==> config.mk <==
export PLATFORM = sky130hd
export DESIGN_NAME = program_memory_scheduler
export DESIGN_NICKNAME = d
export VERILOG_FILES = /design/src/rtl/program_memory_scheduler_pkg.sv /design/src/rtl/pm_fetch_decode.sv /design/src/rtl/program_memory_scheduler.sv
export SDC_FILE = /design/constraint.sdc
export NUM_CORES = 1
export LEC_CHECK = 0
export BUFFER_PORTS_ARGS = -buffer_cell sky130_fd_sc_hd__buf_4
export CAP_MARGIN = 20
export CORE_MARGIN = 2
export CORE_UTILIZATION = 40
export CTS_BUF_LIST = sky130_fd_sc_hd__clkbuf_8
export CTS_CLUSTER_DIAMETER = 200
export CTS_CLUSTER_SIZE = 8
export DETAILED_ROUTE_END_ITERATION = 10
export GPL_TIMING_DRIVEN = 0
export HOLD_SLACK_MARGIN = 0.12
export MAX_ROUTING_LAYER = met4
export PLACE_DENSITY = 0.89
export SLEW_MARGIN = 5
export SYNTH_ARGS = -nofsm -noshare
export SYNTH_HDL_FRONTEND = slang
export SYNTH_HIERARCHICAL = 1
export SYNTH_SLANG_ARGS = --single-unit
==> constraint.sdc <==
create_clock -name clk -period 2.4 [get_ports clk]
set_clock_uncertainty 0.05 [all_clocks]
set_input_delay 0.12 -clock clk [delete_from_list [all_inputs] [get_ports clk]]
set_output_delay 0.12 -clock clk [all_outputs]
set_load 0.02 [all_outputs]
==> src/rtl/program_memory_scheduler_pkg.sv <==
// Shared state encodings and address-map constants for the program memory scheduler.
package program_memory_scheduler_pkg;

  localparam logic [1:0] PMS_RUN   = 2'd0;
  localparam logic [1:0] PMS_LOAD  = 2'd1;
  localparam logic [1:0] PMS_DRAIN = 2'd2;
  localparam logic [1:0] PMS_DONE  = 2'd3;

  typedef enum logic [1:0] {
    ST_RUN   = PMS_RUN,
    ST_LOAD  = PMS_LOAD,
    ST_DRAIN = PMS_DRAIN,
    ST_DONE  = PMS_DONE
  } pms_state_e;

  // Byte address that maps onto program memory word 0.
  localparam logic [31:0] PMS_TEXT_BASE = 32'h0040_0000;

endpackage

==> src/rtl/pm_fetch_decode.sv <==
// Translates a CPU byte fetch address into a RAM word index and flags
// misaligned or out-of-range fetches.
module pm_fetch_decode
  import program_memory_scheduler_pkg::*;
#(
  parameter int                    DATA_WIDTH   = 32,
  parameter int                    MEMORY_DEPTH = 32,
  parameter int                    ADDR_BITS    = 5,
  parameter logic [DATA_WIDTH-1:0] TEXT_BASE    = DATA_WIDTH'(PMS_TEXT_BASE)
) (
  input  logic [DATA_WIDTH-1:0] pc_i,
  output logic [ADDR_BITS-1:0]  word_idx_o,
  output logic                  fault_o
);

  localparam logic [DATA_WIDTH-1:0] DEPTH_W = DATA_WIDTH'(MEMORY_DEPTH);

  logic [DATA_WIDTH-1:0] word_full;

  // Full-width word offset is kept so the range check sees bits above ADDR_BITS.
  always_comb begin
    word_full  = (pc_i - TEXT_BASE) >> 2;
    word_idx_o = word_full[ADDR_BITS-1:0];
    fault_o    = (pc_i[1:0] != 2'b00) || (pc_i < TEXT_BASE) || (word_full >= DEPTH_W);
  end

endmodule

==> src/rtl/program_memory_scheduler.sv <==
// Arbitrates the single program-memory port between CPU fetch and the boot loader.
//
//   state | meaning
//   ------+---------------------------------------------------------------
//   RUN   | fetch owns the port, CPU runs, ld_start opens a new load
//   LOAD  | CPU stalled, loader words written sequentially from word 0
//   DRAIN | last registered write lands in RAM
//   DONE  | CPU still stalled, restart pulse scheduled for first RUN cycle
module program_memory_scheduler
  import program_memory_scheduler_pkg::*;
#(
  parameter int                    MEMORY_DEPTH  = 32,
  parameter int                    DATA_WIDTH    = 32,
  parameter int                    ADDR_BITS     = 5,
  parameter logic [DATA_WIDTH-1:0] TEXT_BASE     = DATA_WIDTH'(PMS_TEXT_BASE),
  parameter bit                    BOOT_ON_RESET = 1'b0
) (
  input  logic                  clk,
  input  logic                  reset,
  input  logic [DATA_WIDTH-1:0] cpu_pc,
  output logic [DATA_WIDTH-1:0] cpu_instruction,
  output logic                  cpu_stall,
  output logic                  cpu_restart,
  output logic                  pc_fault,
  input  logic                  ld_start,
  input  logic                  ld_valid,
  output logic                  ld_ready,
  input  logic [DATA_WIDTH-1:0] ld_data,
  input  logic                  ld_last,
  output logic                  load_error,
  output logic [ADDR_BITS:0]    word_count,
  output logic [ADDR_BITS-1:0]  mem_addr,
  output logic [DATA_WIDTH-1:0] mem_wdata,
  output logic                  mem_we,
  input  logic [DATA_WIDTH-1:0] mem_rdata
);

  localparam logic [ADDR_BITS:0] DEPTH_CNT = (ADDR_BITS+1)'(MEMORY_DEPTH);
  localparam logic [ADDR_BITS:0] CNT_ONE   = (ADDR_BITS+1)'(1);

  pms_state_e            state_q, state_d;
  logic [ADDR_BITS:0]    word_count_q, word_count_d;
  logic                  load_error_q, load_error_d;
  logic                  mem_we_q, mem_we_d;
  logic [DATA_WIDTH-1:0] mem_wdata_q, mem_wdata_d;
  logic [ADDR_BITS-1:0]  wr_idx_q, wr_idx_d;
  logic                  restart_q, restart_d;

  logic [ADDR_BITS-1:0]  fetch_idx;
  logic                  fetch_fault;
  logic                  in_run;
  logic                  can_accept;

  pm_fetch_decode #(
    .DATA_WIDTH  (DATA_WIDTH),
    .MEMORY_DEPTH(MEMORY_DEPTH),
    .ADDR_BITS   (ADDR_BITS),
    .TEXT_BASE   (TEXT_BASE)
  ) u_fetch_decode (
    .pc_i      (cpu_pc),
    .word_idx_o(fetch_idx),
    .fault_o   (fetch_fault)
  );

  // State, counter and registered write port; memory contents are never touched here.
  always_ff @(posedge clk or negedge reset) begin
    if (!reset) begin
      state_q      <= BOOT_ON_RESET ? ST_LOAD : ST_RUN;
      word_count_q <= '0;
      load_error_q <= 1'b0;
      mem_we_q     <= 1'b0;
      mem_wdata_q  <= '0;
      wr_idx_q     <= '0;
      restart_q    <= 1'b0;
    end else begin
      state_q      <= state_d;
      word_count_q <= word_count_d;
      load_error_q <= load_error_d;
      mem_we_q     <= mem_we_d;
      mem_wdata_q  <= mem_wdata_d;
      wr_idx_q     <= wr_idx_d;
      restart_q    <= restart_d;
    end
  end

  // Next-state logic plus the loader handshake and CPU stall.
  always_comb begin
    state_d      = state_q;
    word_count_d = word_count_q;
    load_error_d = load_error_q;
    mem_we_d     = 1'b0;
    mem_wdata_d  = mem_wdata_q;
    wr_idx_d     = wr_idx_q;
    restart_d    = 1'b0;
    can_accept   = 1'b0;
    cpu_stall    = 1'b1;
    case (state_q)
      ST_RUN: begin
        cpu_stall = 1'b0;
        if (ld_start) begin
          state_d      = ST_LOAD;
          word_count_d = '0;
          load_error_d = 1'b0;
        end
      end
      ST_LOAD: begin
        can_accept = (word_count_q < DEPTH_CNT);
        if (ld_valid && can_accept) begin
          mem_we_d     = 1'b1;
          mem_wdata_d  = ld_data;
          wr_idx_d     = word_count_q[ADDR_BITS-1:0];
          word_count_d = word_count_q + CNT_ONE;
          if (ld_last) begin
            state_d = ST_DRAIN;
          end
        end else if (ld_valid && (word_count_q == DEPTH_CNT)) begin
          // Image is larger than the memory: flag it and stop taking words.
          load_error_d = 1'b1;
          state_d      = ST_DRAIN;
        end
      end
      ST_DRAIN: begin
        state_d = ST_DONE;
      end
      ST_DONE: begin
        restart_d = 1'b1;
        state_d   = ST_RUN;
      end
      default: begin
        state_d = ST_RUN;
      end
    endcase
  end

  // Port muxing: a pending write always wins the address so the RAM sees a stable index.
  always_comb begin
    in_run          = (state_q == ST_RUN);
    pc_fault        = in_run && fetch_fault;
    cpu_instruction = (in_run && !fetch_fault) ? mem_rdata : '0;
    mem_addr        = (in_run && !mem_we_q) ? fetch_idx : wr_idx_q;
  end

  assign ld_ready    = can_accept;
  assign cpu_restart = restart_q;
  assign load_error  = load_error_q;
  assign word_count  = word_count_q;
  assign mem_we      = mem_we_q;
  assign mem_wdata   = mem_wdata_q;

endmodule
==> summary.md, run 1 <==
| Metric | Value |
|---|---|
| Largest net degree at the start of global routing | 49 |
| # diodes | 0 |
| Max Cap Viol | 0 |
| Nets@finish | 530 |
| Max Freq | 457 MHz |
| CTS Buf Count | 5 |
| Seq/Total Area, Yosys | 0.499 |
| Unrepaired setup endpoints after global routing | no |
| DRT Wirelength | 7780 um |
| IO Port Bufs | 176 |
| CTS H-tree lvls | 2 |
| Root buf cell | clkbuf_8 |
| Vias | 2,351 |
| Combinational share of power | 0.516 |
| Clk slew on worst S/H paths | 0.09 ns |
| Clock buffer depth | 2 |
| Slew Limit Fails | 0 |
| Relative slew slack | 0.607 |
| Ranking of synthesized cells by area | dfrtp_1 50%, mux2_2 18%, and2_1 8.6%, ha_1 3.6%, buf_4 1.6% |
| Setup WS post-layout | between 0.2 and 0.25 ns |
| Psw | roughly 0.0016 W |
| Slew at the pin closest to its max-slew limit | a little under 0.6 ns |
| Die width | 81.6 um |
| Fin. Hold Viols | 0 |
| Hold Path Class | in -> reg |
| Mapped Cells | 206 |
| Internal | about 0.0027 W |
| Vias in the first global route | 2,372 |
| Post-synthesis cell type count | 32 |
| Row Count | 28 |
| Antenna Nets Post-Route | 0 |
| Total die area | 0.00665 mm2 |
| Status | complete, no violations |
| Global route overflow | 0 |
| DRC viols | 0 |
| Sequential share of power | 0.321 |
| Crit end category | primary output |
| Synthesized area per cell | 11.7 um2 |
| Top FF cell, synth | dfrtp_1 |
| Gpl congestion | 0.763 |
| Starting DRT DRC Count | 64 |
| Leakage power total | around 2.2 nW |
| Initial antenna violation count | 0 |
| WS Path Type | in -> out |
| Top-level port count | between 150 and 200 |
| First-pass GRT wire length | 11,400 um |
| Area leader, netlist | dfrtp_1 |
| Fraction of layout cells with a size suffix above 1 | 0.572 |
| Synth Register Bits | 48 |
| Clock network power share | 0.164 |
| Tmin final | 2.19 ns |
| Net Sw Frac | 0.377 |
| Top cell type's share of synthesized area | 0.499 |
| Ys async rst share | 1.00 |
| EDFF count, synth | 0 |
| Synthesized netlist net count | 314 |
| Synth Cell Area | 0.00241 mm2 |
| Via-per-instance ratio | 4.72 |
| Core Area | 0.00585 mm2 |
| Inst Count DP | 457 |
| Fin cells | 498 |
| WL per Instance | 15.6 um |
| Synth cell count leaders | 48 x dfrtp_1, 39 x mux2_2, 33 x and2_1 |
| Cell Pwr Density | 1000 mW/mm2 |
| Synth warn | 6 |
| All-layer global routing usage | 0.235 |
| Clock Sinks | 48 |
| HPWL after detailed placement | roughly 5600 um |
| Die height | roughly 80 um |
| CP arrival | roughly 2.0 ns |
| Period utilization | 0.912 |
| CTS tree | yes |
| CP required | 2.23 ns |
| Initial core utilization | 0.411 |
| Worst setup SP type | input pin |
| Endpoints failing setup | 0 |
| Place WS | -0.0598 ns |
| First-pass DRT Iterations | 4 |
| Maximum net fanout on the critical path | 10 |
| Layout area overhead | 78.7% |
| Most common cell in the netlist | dfrtp_1 |
| Peak VDD IR | 0.000858 V |
| Worst-Skew Late Latency | 0.31 ns |
-- worst paths after layout --
kind / from / endpoint / slack [ns] / depth (start not counted)
min: ld_valid / load_error / 0.20 / 4
min in group asynchronous: reset / word_count[5] / 0.32 / 2
max reg2reg: word_count[0] / state_q[1] / 0.47 / 5
max: cpu_pc[25] / cpu_instruction[5] / 0.21 / 8
max in group asynchronous: reset / word_count[0] / 1.58 / 2
min reg2reg: wr_idx_q[1] / wr_idx_q[1] / 0.44 / 2
-- sequential cells by signal, indices dropped and copies added, names as in the netlist --
name / cells
mem_wdata: 32
word_count: 6
load_error: 1
wr_idx_q: 5
mem_we: 1
cpu_restart: 1
state_q: 2
-- metal layers --
layer	GRT usage	vias up	share of wire	routed length (um)
met3	0.0659	16	0.093	724
met5	-	-	0	0
met1	0.243	1096	0.35	2700
met4	0.0750	0	0.022	169
li1	-	1127	-	-
met2	0.431	112	0.54	4190
-- area by class of cell --
type	count	area (um2)
multi-input combinational	138	1120
buffer	13	76.3
inverter	7	26.3
timing repair buffer	209	1650
fill	405	1550
sequential	48	1200
clock inverter	3	68.8
clock buffer	5	68.8
tap	75	93.8
-- through the flow --
stage / utilization / power, W / setup TNS, ns / hold WS (ns) / instance area [um2]
floorplan: - / 0.00262 / 0 / -0.226 / 2410
global placement: 0.653 / 0.00348 / -0.0160 / 0.115 / 3820
detailed placement: 0.653 / 0.00356 / -0.587 / 0.117 / 3820
CTS: 0.734 / 0.00432 / 0 / 0.199 / 4290
global route: 0.735 / 0.00457 / 0 / 0.216 / 4300
finish: 0.735 / 0.00432 / 0 / 0.203 / 4300
-- critical path, stage by stage --
cell and delay (ns):
buf_4 0.11, nor4b_2 0.30, nand4_1 0.16, or4_1 0.58, nor2_2 0.22, clkbuf_2 0.22, and2_1 0.16, buf_4 0.14
-- cells by family after synthesis --
group                      Yosys count  share of synthesized area
and+or+nand+nor                     68                      0.162
DFF                                 48                      0.499
muxes                               42                      0.197
buffers and inverters               20                     0.0411
AOI/OAI and AO/OA                   18                     0.0541
adders and majority gates            7                     0.0364
xor gates and xnor gates             3                     0.0109
-- power by group through the flow --
stage                     Sequential, W  Clock, W  Combinational, W
after detailed placement        0.00139         0           0.00217
final                           0.00139  0.000708           0.00223
after global routing            0.00143  0.000754           0.00239
after CTS                       0.00138  0.000719           0.00222
after floorplan                 0.00174         0          0.000878
after global placement          0.00136         0           0.00212
-- repair_timing --
action / 4_1_cts / 5_1_grt
setup endpoints to repair: 30 / 30
endpoints found under the hold margin: 80 / 0
hold buffers: 33 / 0
cloned: 0 / 0
setup buffers: 0 / 0
resized for setup: 3 / 2
-- layout by cell type, fill, tap and decap left out, drive strengths merged, types with 3 or more instances in the layout --
cell type / n
dfrtp: 48
o21ai: 6
nor4: 4
dlygate4sd3: 33
a21oi: 3
clkbuf: 9
nand3: 3
nor2: 10
and2: 33
buf: 185
ha: 7
mux2: 40
inv: 8
nand2: 7
No activity file was read; power rests on OpenSTA's default activity.
==> inputs of run 2 (changes only) <==
--- a/config.mk
+++ b/config.mk
@@ -17,6 +17,7 @@
 export HOLD_SLACK_MARGIN = 0.12
 export MAX_ROUTING_LAYER = met4
 export PLACE_DENSITY = 0.89
+export SETUP_SLACK_MARGIN = 0.4
 export SLEW_MARGIN = 5
 export SYNTH_ARGS = -nofsm -noshare
 export SYNTH_HDL_FRONTEND = slang
==> run 2 against run 1 <==
Against the previous run: register-to-register slack is essentially flat; combinational power grew 2%; sequential power is essentially flat; flip-flop and latch count is the same; via count grew 1.0%; clock-buffer cell count is the same; critical path type unchanged.
==> summary.md, run 2 (synthesis gave the netlist of run 1 again) <==
| Metric | Value |
|---|---|
| Period utilization | 0.855 |
| WL per Instance | roughly 16 um |
| Total die area | 0.00665 mm2 |
| DRT Wirelength | 8020 um |
| Setup crit end | cpu_instruction[5] |
| RR Startpoint | word_count[1] |
| Largest net degree at the start of global routing | 49 |
| Clock Sinks | 48 |
| Via-per-instance ratio | 4.75 |
| Vias | 2,375 |
| Clock buffer depth | 2 |
| Core Area | around 0.0059 mm2 |
| Slew at the pin closest to its max-slew limit | 0.594 ns |
| Worst setup SP type | input pin |
| HPWL after detailed placement | 5630 um |
| CTS H-tree lvls | 2 |
| Die height | 81.6 um |
| Initial antenna violation count | 0 |
| WS Path Type | in -> out |
| Max reg flops | 32 |
| DRC viols | 0 |
| CP arrival | 1.88 ns |
| Worst-Skew Late Latency | about 0.31 ns |
| Fraction of layout cells with a size suffix above 1 | 0.605 |
| Final Hold Slack | 0.206 ns |
| Filler cells | 382 |
| Clk slew on worst S/H paths | 0.08 ns |
| Status | complete, no violations |
| Leakage power total | roughly 2.2 nW |
| Hold Path Class | in -> reg |
| Starting DRT DRC Count | slightly above 80 |
| First-pass DRT Iterations | 4 |
| Die width | 81.6 um |
| Gpl congestion | around 0.76 |
| Row Count | 28 |
| Critical Path Start | cpu_pc[21] |
| Fin. Hold Viols | 0 |
| Cell Pwr Density | a little under 1000 mW/mm2 |
| R2R depth | 5 |
| Top-level port count | roughly 180 |
| Post-layout util | 0.757 |
| Peak VDD IR | 0.000859 V |
| Global route overflow | 0 |
| Reg2Reg Setup Slack | 0.48 ns |
| Most common cell after layout, fill and taps aside | buf_4 |
| CP required | 2.23 ns |
| First-pass GRT wire length | 11,500 um |
| Unrepaired setup endpoints after global routing | yes |
| Crit end category | primary output |
| Capturing point of the worst reg2reg path | state_q[1] |
| Most frequent cells in the layout | 175 x buf_4, 47 x dfrtp_1, 39 x mux2_2, 33 x dlygate4sd3_1, 28 x and2_1 |
| CTS tree | yes |
| # diodes | 0 |
| Initial core utilization | 0.411 |
| Max Cap Viol | 0 |
| Sequential cell area | 0.00120 mm2 |
| CTS Buf Count | 5 |
| Tmin final | 2.05 ns |
| IO Port Bufs | 176 |
| Max Freq | 487 MHz |
| Slew Limit Fails | 0 |
| Area of the multi-input gates | 0.00118 mm2 |
| Root buf cell | clkbuf_8 |
| Relative slew slack | 0.604 |
| Maximum net fanout on the critical path | 10 |
| Antenna Nets Post-Route | 0 |
| Nets@finish | between 500 and 600 |
| Endpoints failing setup | 0 |
| All-layer global routing usage | 0.238 |
| Vias in the first global route | 2,381 |
| Layout area overhead | 83.9% |
## run 2: cell types whose count changed in the layout (fill, tap and decap cells not counted), moves of 2 or more
cell	before	now
buf_4	181	175
nor4_1	4	2
and2_4	0	5
or4_4	0	2
buf_6	0	9
nor4_2	0	2
and2_1	33	28
or4_1	2	0
clkbuf_2	3	1
## run 2: worst min path at each step
stage	cells after the start	start	slack [ns]	endpoint
6_report	4	ld_valid	0.21	load_error
5_1_grt	4	ld_valid	0.22	load_error
4_1_cts	4	ld_valid	0.20	load_error
3_5_place_dp	1	reset	0.12	mem_wdata[20]
3_3_place_gp	1	reset	0.12	mem_wdata[14]
2_1_floorplan	0	reset	-0.23	cpu_restart
## run 2: critical path: stages
cell	delay [ns]
buf_4	0.11
or4_4	0.51
or4_4	0.51
nor2_4	0.17
clkbuf_8	0.18
and2_1	0.14
buf_4	0.14
## run 2: what timing repair did
action | in CTS | in global routing
setup buffers | 1 | 0
cloned | 0 | 1
endpoints found under the setup margin | 37 | 37
hold buffers | 33 | 0
pin swaps | 2 | 5
gates resized for setup | 13 | 24
hold endpoints to repair | 80 | 0
## run 2: area by class of cell
cell class | instances | share of cell area
Clock inverter | 3 | 0.0155
Buffer | 13 | 0.0215
Timing Repair Buffer | 211 | 0.383
Sequential cell | 48 | 0.272
Clock buffer | 5 | 0.0155
Inverter | 7 | 0.00594
Tap cell | 75 | 0.0212
Multi-Input combinational cell | 138 | 0.266
## run 2: metrics by stage
stage	instances	instance area (um2)	setup slack, ns	setup TNS, ns	power [W]
2_1_floorplan	206	2410	0.464	0	0.00262
3_3_place_gp	457	3820	-0.0160	-0.0160	0.00348
3_5_place_dp	457	3820	-0.0598	-0.587	0.00356
4_1_cts	499	4340	0.332	0	0.00433
5_1_grt	500	4430	0.282	0	0.00461
6_report	500	4430	0.348	0	0.00436
## run 2: routing by layer
metal | global-route usage | share of wire | vias to the layer above | wire length (um)
met2 | 0.436 | 0.53 | 124 | 4250
met1 | 0.244 | 0.35 | 1101 | 2780
met5 | - | 0 | - | 0
li1 | - | - | 1131 | -
met3 | 0.0670 | 0.096 | 19 | 766
met4 | 0.0817 | 0.028 | 0 | 224
## run 2: report_power, final
| part | total [W] | leakage (nW) | switching, W | internal (W) |
|---|---|---|---|---|
| combinational | 0.00227 | 1.59 | 0.00113 | 0.00114 |
| sequential | 0.00139 | 0.592 | 0.000227 | 0.00116 |
| clock | 0.000704 | 0.0687 | 0.000285 | 0.000419 |
| total | 0.00436 | 2.25 | 0.00164 | 0.00272 |
